**config.mk**
```make
export PLATFORM = sky130hd
export DESIGN_NAME = shift_add_multiplier
export DESIGN_NICKNAME = d
export VERILOG_FILES = /design/src/rtl/mult_pkg.sv /design/src/rtl/shift_add_multiplier_cu.sv /design/src/rtl/shift_add_multiplier.sv
export SDC_FILE = /design/constraint.sdc
export NUM_CORES = 1
export LEC_CHECK = 0
export ABC_AREA = 1
export CAP_MARGIN = 20
export CORE_MARGIN = 4
export CORE_UTILIZATION = 52
export CTS_CLUSTER_DIAMETER = 100
export DETAILED_ROUTE_END_ITERATION = 8
export GPL_TIMING_DRIVEN = 1
export PLACE_DENSITY = 0.78
export SLEW_MARGIN = 30
export SYNTH_ARGS = -nofsm -noshare
export SYNTH_HDL_FRONTEND = slang
export SYNTH_SLANG_ARGS = --single-unit
```
**constraint.sdc**
```tcl
create_clock -name clk -period 1.8 [get_ports clk]
set_input_delay 0.18 -clock clk [delete_from_list [all_inputs] [get_ports clk]]
set_output_delay 0.18 -clock clk [all_outputs]
set_load 0.02 [all_outputs]
```
**src/rtl/mult_pkg.sv**
```systemverilog
// Shared definitions for the sequential shift-add multiplier.
//   state_t        : control-unit FSM states
//   DEFAULT_WIDTH  : default operand width
//   cnt_width()    : width of the iteration counter for a given operand width
package mult_pkg;

    localparam int DEFAULT_WIDTH = 6;

    typedef enum logic [1:0] {
        IDLE = 2'd0,
        LD_Q = 2'd1,
        CALC = 2'd2,
        FIN  = 2'd3
    } state_t;

    // The counter must hold 0..width-1; a one-bit counter is the floor so
    // degenerate widths still produce a legal vector.
    function automatic int cnt_width(input int width);
        return (width <= 2) ? 1 : $clog2(width);
    endfunction

endpackage

```
**src/rtl/shift_add_multiplier_cu.sv**
```systemverilog
// Control unit for the shift-add multiplier: FSM plus iteration counter.
// Ports:
//   clk, rst : clock and asynchronous active-high reset
//   start    : multiply request, honoured only in IDLE
//   m_ld     : load multiplicand register from the operand bus
//   a_clr    : clear accumulator and carry
//   q_ld     : load multiplier register from the operand bus
//   shift    : perform one add/shift iteration
//   done     : one-cycle completion pulse
module shift_add_multiplier_cu
    import mult_pkg::*;
#(
    parameter int WIDTH = DEFAULT_WIDTH
) (
    input  logic clk,
    input  logic rst,
    input  logic start,
    output logic m_ld,
    output logic a_clr,
    output logic q_ld,
    output logic shift,
    output logic done
);

    localparam int CNT_W = cnt_width(WIDTH);
    localparam logic [CNT_W-1:0] LAST = CNT_W'(WIDTH - 1);

    state_t state;
    state_t state_next;
    logic [CNT_W-1:0] cnt;

    always_ff @(posedge clk or posedge rst) begin
        if (rst) begin
            state <= IDLE;
        end else begin
            state <= state_next;
        end
    end

    // The counter restarts with each accepted start and advances once per
    // iteration; it is left untouched in LD_Q and FIN.
    always_ff @(posedge clk or posedge rst) begin
        if (rst) begin
            cnt <= '0;
        end else if (a_clr) begin
            cnt <= '0;
        end else if (shift) begin
            cnt <= cnt + 1'b1;
        end
    end

    always_comb begin
        state_next = state;
        m_ld       = 1'b0;
        a_clr      = 1'b0;
        q_ld       = 1'b0;
        shift      = 1'b0;
        done       = 1'b0;
        case (state)
            IDLE: begin
                if (start) begin
                    m_ld       = 1'b1;
                    a_clr      = 1'b1;
                    state_next = LD_Q;
                end
            end
            LD_Q: begin
                q_ld       = 1'b1;
                state_next = CALC;
            end
            CALC: begin
                shift = 1'b1;
                // cnt still shows the value before this edge's increment,
                // so LAST marks the final of WIDTH iterations.
                if (cnt == LAST) begin
                    state_next = FIN;
                end
            end
            FIN: begin
                done       = 1'b1;
                state_next = IDLE;
            end
            default: begin
                state_next = IDLE;
            end
        endcase
    end

endmodule

```
**src/rtl/shift_add_multiplier.sv**
```systemverilog
// Sequential unsigned shift-add multiplier (datapath + control unit).
// Operands arrive one per cycle on In_bus: multiplicand with start, the
// multiplier on the following cycle. WIDTH iterations later the 2*WIDTH-bit
// product is presented as {P_hi_bus, P_lo_bus} and done pulses for one cycle.
// Ports:
//   clk, rst : clock and asynchronous active-high reset
//   start    : multiply request (sampled only when idle)
//   In_bus   : shared operand bus
//   P_hi_bus : product high half (accumulator A)
//   P_lo_bus : product low half (multiplier/low register Q)
//   done     : one-cycle completion pulse
module shift_add_multiplier
    import mult_pkg::*;
#(
    parameter int WIDTH = DEFAULT_WIDTH
) (
    input  logic             clk,
    input  logic             rst,
    input  logic             start,
    input  logic [WIDTH-1:0] In_bus,
    output logic [WIDTH-1:0] P_hi_bus,
    output logic [WIDTH-1:0] P_lo_bus,
    output logic             done
);

    logic             m_ld;
    logic             a_clr;
    logic             q_ld;
    logic             shift;

    logic [WIDTH-1:0] m;
    logic [WIDTH-1:0] a;
    logic [WIDTH-1:0] q;
    logic             c;
    logic [WIDTH:0]   sum;

    shift_add_multiplier_cu #(
        .WIDTH (WIDTH)
    ) u_cu (
        .clk   (clk),
        .rst   (rst),
        .start (start),
        .m_ld  (m_ld),
        .a_clr (a_clr),
        .q_ld  (q_ld),
        .shift (shift),
        .done  (done)
    );

    // C is zero on entry to every iteration (cleared at start, and the shift
    // always moves a zero into it), so {C, A} is the zero-extended
    // accumulator and the sum's top bit is the fresh carry.
    always_comb begin
        sum = {c, a} + (q[0] ? {1'b0, m} : {(WIDTH + 1){1'b0}});
    end

    always_ff @(posedge clk or posedge rst) begin
        if (rst) begin
            m <= '0;
            a <= '0;
            q <= '0;
            c <= 1'b0;
        end else begin
            if (m_ld) begin
                m <= In_bus;
            end
            if (a_clr) begin
                a <= '0;
                c <= 1'b0;
            end
            if (q_ld) begin
                q <= In_bus;
            end
            // {C, A, Q} <= {0, sum, Q} >> 1: the carry lands in A's MSB and
            // the sum's LSB moves into Q's MSB as the consumed bit leaves.
            if (shift) begin
                c <= 1'b0;
                a <= sum[WIDTH:1];
                q <= {sum[0], q[WIDTH-1:1]};
            end
        end
    end

    assign P_hi_bus = a;
    assign P_lo_bus = q;

endmodule

```
==> impl_metrics.json, run 1 <==
{
  "route.met3.wl_um": 84,
  "ios": 22,
  "relSlewSlack_pct": 75.5,
  "slowest_stage": "dfrtp_1",
  "vias": 1116,
  "skew_ns": 0.0125,
  "syn_to_final_growth_pct": 25.1,
  "fp.dieArea_mm2": 0.00336,
  "crit_buf_inv": 4,
  "hold_viol_final": 0,
  "fp.dieW_um": 58.0,
  "vdd_drop_max_mv": 1.24,
  "dp.final_hpwl_um": 2070,
  "drt-met1-wl_um": 1210,
  "portBuffers": 21,
  "fmaxAchievable_mhz": 594,
  "clk_latency_ns": 0.32,
  "vias_per_cell": 5.10,
  "p_per_area_mw_per_mm2": 1770,
  "fin_nets": 214,
  "fp.dieH_um": 58.0,
  "finalNonFillerCells": 219,
  "ant_nets": 0,
  "n_fill_cell": 202,
  "grt_pass1_vias": 1033,
  "h-tree-depth": 1,
  "cts_tree": "yes",
  "status": "finished clean",
  "dpl.cell_count": 213,
  "grt_remaining_overflow": 0,
  "r2r_setup_slack_ns": 0.12,
  "placementRows": 17,
  "route.detailed.drc": 0,
  "path_class": "reg -> reg",
  "ys_types": 21,
  "clkSinkCount": 23,
  "synth_area_mm2": 0.00130,
  "slowest_delay_ns": 0.40,
  "maxCapViolCount": 0,
  "worstMarginPinSlew_ns": 0.367,
  "grt_pass1_wl_um": 4640,
  "synth.avg_cell_area_um2": 8.01,
  "period_needed_ns": 1.68,
  "wl_per_cell_um": 12.4,
  "antenna_found_initial": 0,
  "yosys_warnings": 0,
  "numCtsBuffers": 3,
  "path_cells": "buf_4 -> buf_4 -> nand2_1 -> inv_1 -> ha_4 -> inv_1 -> nand2_1 -> nand3_1 -> nand2_1 -> nand2_1 -> nand3_1 -> nand2_1",
  "tns_ns": 0,
  "seq_area_frac_synth_pct": 44.4,
  "ys_ff_latch": 23,
  "route.met2.wl_um": 1390,
  "fin_crit_sh_pct": 93.6,
  "layout-drive-gt1-share_pct": 9.95,
  "synth_nets": 184,
  "cts_buffer_depth": 2,
  "dr.pass1.iters": 5,
  "path_clk_slew_ns": 0.13,
  "floorplan.initialDensity_pct": 56.5,
  "routed.top_layer": "met4",
  "post-route-util_pct": 70.6,
  "critPathMostFrequentCell": "nand2_1",
  "crit_path_end_kind": "flop",
  "ctsHoldBuffers": 0,
  "cts_root_buf": "clkbuf_4",
  "fp.coreArea_mm2": 0.00230,
  "totalWireLength_um": 2710,
  "post_synth_inst_count": 162,
  "critPathLaunchType": "flop",
  "place_congestion": 0.792,
  "slew_violations": 0,
  "setup-violations-final": 0,
  "cp.required_ns": 2.01,
  "cp_max_fo": 5,
  "placed_cell_area_mm2": 0.00155,
  "cp.arrival_ns": 1.89,
  "hp-class": "in -> async",
  "final_cell_area_mm2": 0.00162,
  "drt-initial-drc-count": 29,
  "grt_max_degree": 24,
  "diodes": 0,
  "cp_top_family": "simple AND/OR/NAND/NOR gates",
  "track_usage_pct": 17.7,
  "p_leak_uw": 0.000861
}
-- kinds of logic (layout without fill, tap and decap cells) --
group | count (synthesis) | count (layout) | share of synthesized area (%)
fa+ha+maj | 13 | 13 | 13.1
compound gates | 21 | 21 | 9.45
simple gates | 79 | 79 | 23.9
xor+xnor | 1 | 1 | 0.675
flops | 23 | 23 | 44.4
buf+inv | 25 | 54 | 8.49
-- worst paths after layout --
kind                        startpoint            end  cells past startpoint
setup / recovery           P_lo_bus[0]    P_hi_bus[4]                     12
hold / removal                     rst  u_cu.state[1]                      3
setup reg to reg           P_lo_bus[0]    P_hi_bus[4]                     12
hold reg to reg                   m[1]           m[1]                      2
max in group asynchronous          rst    P_hi_bus[1]                      3
min in group clk             In_bus[2]           m[2]                      3
-- sequential cells by signal, summed over array words and instances (netlist names) --
name	count
u_cu.state	2
u_cu.cnt	3
P_lo_bus	6
P_hi_bus	6
m	6
-- cells in the mapped netlist --
library cell | instances | area share [%]
a21o_1 | 1 | 0.58
inv_1 | 20 | 5.8
a31oi_1 | 6 | 2.9
buf_6 | 2 | 1.7
o21ai_1 | 1 | 0.39
fa_1 | 1 | 1.5
a211oi_1 | 1 | 0.58
o22ai_1 | 1 | 0.48
inv_2 | 2 | 0.58
nand2_2 | 1 | 0.48
a21oi_1 | 4 | 1.5
dfrtp_1 | 23 | 44
xnor2_1 | 1 | 0.68
nor2_1 | 13 | 3.8
nand3b_1 | 1 | 0.58
o21ai_2 | 1 | 0.68
buf_2 | 1 | 0.39
nand2_1 | 58 | 17
nand3_1 | 6 | 2.3
ha_1 | 12 | 12
o21ai_0 | 6 | 2.3
-- routing by layer --
layer	track usage [%]	vias up
met5	0	-
li1	-	565
met2	30.5	20
met4	5.96	0
met3	2.23	4
met1	22.8	527
-- worst register-to-register path: stages (launching register included) --
cell     delay (ns)
dfrtp_1        0.40
buf_4          0.14
buf_4          0.15
nand2_1        0.06
inv_1          0.06
ha_4           0.27
inv_1          0.05
nand2_1        0.11
nand3_1        0.12
nand2_1        0.07
nand2_1        0.04
nand3_1        0.06
nand2_1        0.05
-- report_power, final --
group	total (uW)	switching (uW)	internal [uW]
Combinational	1720	973	743
Sequential	923	169	754
Clock	238	155	83.1
-- what timing repair did --
item	in CTS	in global routing
resized for setup	0	4
endpoints found under the setup margin	0	2
buffers inserted	0	2
-- final cells by class --
type / count / area, um^2 / area share [%]
Multi-Input combinational cell: 114 / 639 / 39.4
Sequential cell: 23 / 576 / 35.5
Timing Repair Buffer: 28 / 263 / 16.2
Inverter: 22 / 82.6 / 5.09
Tap cell: 28 / 35.0 / 2.16
Clock buffer: 3 / 22.5 / 1.39
Clock inverter: 1 / 5.00 / 0.308
-- through the flow --
| step | total power [uW] | hold slack [ns] | worst slack [ns] |
|---|---|---|---|
| 2_1_floorplan | 2040 | 0.182 | 0.0768 |
| 3_3_place_gp | 2490 | 0.469 | 0.228 |
| 3_5_place_dp | 2560 | 0.472 | 0.135 |
| 4_1_cts | 2820 | 0.198 | 0.0915 |
| 5_1_grt | 3170 | 0.216 | -0.00403 |
| 6_report | 2880 | 0.192 | 0.115 |
-- cells in the final DEF, fill, tap and decap left out, types with 2 or more instances in the layout --
master,synthesis,routed
ha_4,0,2
ha_1,12,10
a31oi_1,6,6
nor2_1,13,13
dfrtp_1,23,23
clkbuf_4,0,3
clkdlybuf4s50_1,0,21
buf_4,0,7
inv_2,2,3
nand2_1,58,58
o21ai_0,6,6
a21oi_1,4,4
inv_1,20,19
nand3_1,6,6
(Power assumes the default switching activity.)
==> run 2, diff against run 1 <==
--- a/config.mk
+++ b/config.mk
@@ -12,6 +12,7 @@
 export CTS_CLUSTER_DIAMETER = 100
 export DETAILED_ROUTE_END_ITERATION = 8
 export GPL_TIMING_DRIVEN = 1
+export MAX_ROUTING_LAYER = met4
 export PLACE_DENSITY = 0.78
 export SLEW_MARGIN = 30
 export SYNTH_ARGS = -nofsm -noshare
==> constraint.sdc (replaced) <==
create_clock -name clk -period 1.88 [get_ports clk]
set_input_delay 0.188 -clock clk [delete_from_list [all_inputs] [get_ports clk]]
set_output_delay 0.188 -clock clk [all_outputs]
set_load 0.02 [all_outputs]
==> run 2 against run 1 <==
  * Maximum frequency fell by 1.1%
  * Hold slack got worse by 0.0059 ns
  * Highest routed layer unchanged
  * Largest cell class unchanged
  * Total power fell by 7.1%
  * Register-to-register slack improved by 0.06 ns
  * Sequential share of layout area rose by 1.1 points
  * Non-clock buffer count fell by 3
  * Sequential power fell by 3.1%
  * Combinational power fell by 10%
  * Sequential cell count did not move
==> impl_metrics.json, run 2 (synthesized netlist as in run 1, its figures left out) <==
{
  "status": "finished clean",
  "critPathLaunchType": "flop",
  "fin_crit_sh_pct": 90.6,
  "vias_per_cell": 5.19,
  "regArea_um2": 577,
  "route.met2.wl_um": 1340,
  "whs_ns": 0.187,
  "multi_input_area_um2": 617,
  "fp.dieArea_mm2": 0.00336,
  "final_cell_mix": "nand2_1, dfrtp_1, clkdlybuf4s50_1",
  "final_cell_area_mm2": 0.00158,
  "fp.coreArea_mm2": 0.00230,
  "slew_violations": 0,
  "p_per_area_mw_per_mm2": 1690,
  "finalNonFillerCells": 216,
  "h-tree-depth": 1,
  "crit_path_end_kind": "flop",
  "path_cells": "nand2_1 -> inv_1 -> ha_1 -> inv_1 -> fa_2 -> inv_2 -> nand3_1 -> nand2_2 -> nand2_1 -> a21o_1 -> nand2_1",
  "fp.dieH_um": 58.0,
  "drt-met1-wl_um": 1250,
  "ios": 22,
  "fmaxAchievable_mhz": 587,
  "dr.pass1.iters": 4,
  "fin_nets": 211,
  "relSlewSlack_pct": 74.5,
  "place_congestion": 0.777,
  "grt_pass1_wl_um": 4950,
  "cp_max_fo": 7,
  "wl_per_cell_um": 12.7,
  "grt_pass1_vias": 1144,
  "grt_remaining_overflow": 0,
  "cp_top_family": "adder cells",
  "cts_root_buf": "clkbuf_4",
  "cp.arrival_ns": 1.98,
  "routed.top_layer": "met4",
  "floorplan.initialDensity_pct": 56.5,
  "route.met3.wl_um": 118,
  "totalWireLength_um": 2730,
  "portBuffers": 21,
  "track_usage_pct": 19.5,
  "clkSinkCount": 23,
  "ant_nets": 0,
  "setup-violations-final": 0,
  "placed_cell_area_mm2": 0.00154,
  "cp.required_ns": 2.15,
  "vdd_drop_max_mv": 1.34,
  "cts_buffer_depth": 2,
  "drt-initial-drc-count": 16,
  "route.detailed.drc": 0,
  "layout-drive-gt1-share_pct": 8.51,
  "fp.dieW_um": 58.0,
  "clk_latency_ns": 0.32,
  "n_fill_cell": 192,
  "grt_max_degree": 24,
  "dpl.cell_count": 211,
  "worstMarginPinSlew_ns": 0.383,
  "path_class": "reg -> reg",
  "p_leak_uw": 0.000849,
  "placementRows": 17,
  "vias": 1121,
  "period_needed_ns": 1.70,
  "critPathMostFrequentCell": "nand2_1",
  "dp.final_hpwl_um": 2090,
  "antenna_found_initial": 0,
  "crit_buf_inv": 3,
  "rsz0062_at_grt": "no",
  "skew_ns": 0.00784,
  "path_clk_slew_ns": 0.14,
  "post-route-util_pct": 68.7,
  "maxCapViolCount": 0,
  "diodes": 0,
  "numCtsBuffers": 3,
  "syn_to_final_growth_pct": 21.7,
  "hp-class": "in -> async",
  "hold_viol_final": 0,
  "tns_ns": 0,
  "cts_tree": "yes",
  "slowest_delay_ns": 0.44,
  "final_common_cell": "nand2_1",
  "slowest_stage": "dfrtp_2"
}
==> run 2: final timing paths <==
kind | startpoint | to | slack [ns] | depth (start not counted)
hold reg to reg | m[0] | m[0] | 0.50 | 2
max in group asynchronous | rst | P_lo_bus[0] | 1.45 | 3
hold / removal | rst | P_hi_bus[4] | 0.19 | 3
setup reg to reg | P_lo_bus[0] | P_hi_bus[5] | 0.18 | 11
min in group clk | In_bus[0] | m[0] | 0.41 | 3
setup / recovery | P_lo_bus[0] | P_hi_bus[5] | 0.18 | 11
==> run 2: final cells by class <==
cell class                 count  share of cell area (%)
tap                           28                    2.22
clock inverter                 1                   0.317
sequential                    23                    36.5
clock buffer                   3                    1.43
multi-input combinational    114                    39.1
inverter                      22                    5.23
timing repair buffer          25                    15.2
==> run 2: timing repair <==
| action | in CTS | in global routing |
|---|---|---|
| gates resized for setup | 0 | 4 |
| setup endpoints to repair | 0 | 2 |
| hold buffers | 0 | 0 |
| buffers inserted | 0 | 1 |
==> run 2: routing by layer <==
layer | track usage (%) | vias up
met5 | - | -
met3 | 4.45 | 5
met2 | 32.6 | 24
met4 | 4.97 | 0
met1 | 23.8 | 533
li1 | - | 559
==> run 2: tightest hold or removal path: stages <==
cell,delay [ns]
clkdlybuf4s50_1,0.39
inv_1,0.05
buf_4,0.28
==> run 2: report_power, final <==
part | switching, uW | internal [uW] | total [uW]
clock network | 161 | 79.6 | 241
logic | 896 | 644 | 1540
registers | 169 | 724 | 894
total | 1230 | 1450 | 2670
==> run 2: stage by stage <==
stage          total power, uW  worst slack [ns]
2_1_floorplan             1950             0.157
3_3_place_gp              2360             0.219
3_5_place_dp              2420             0.118
4_1_cts                   2670            0.0876
5_1_grt                   2970            0.0119
6_report                  2670             0.176
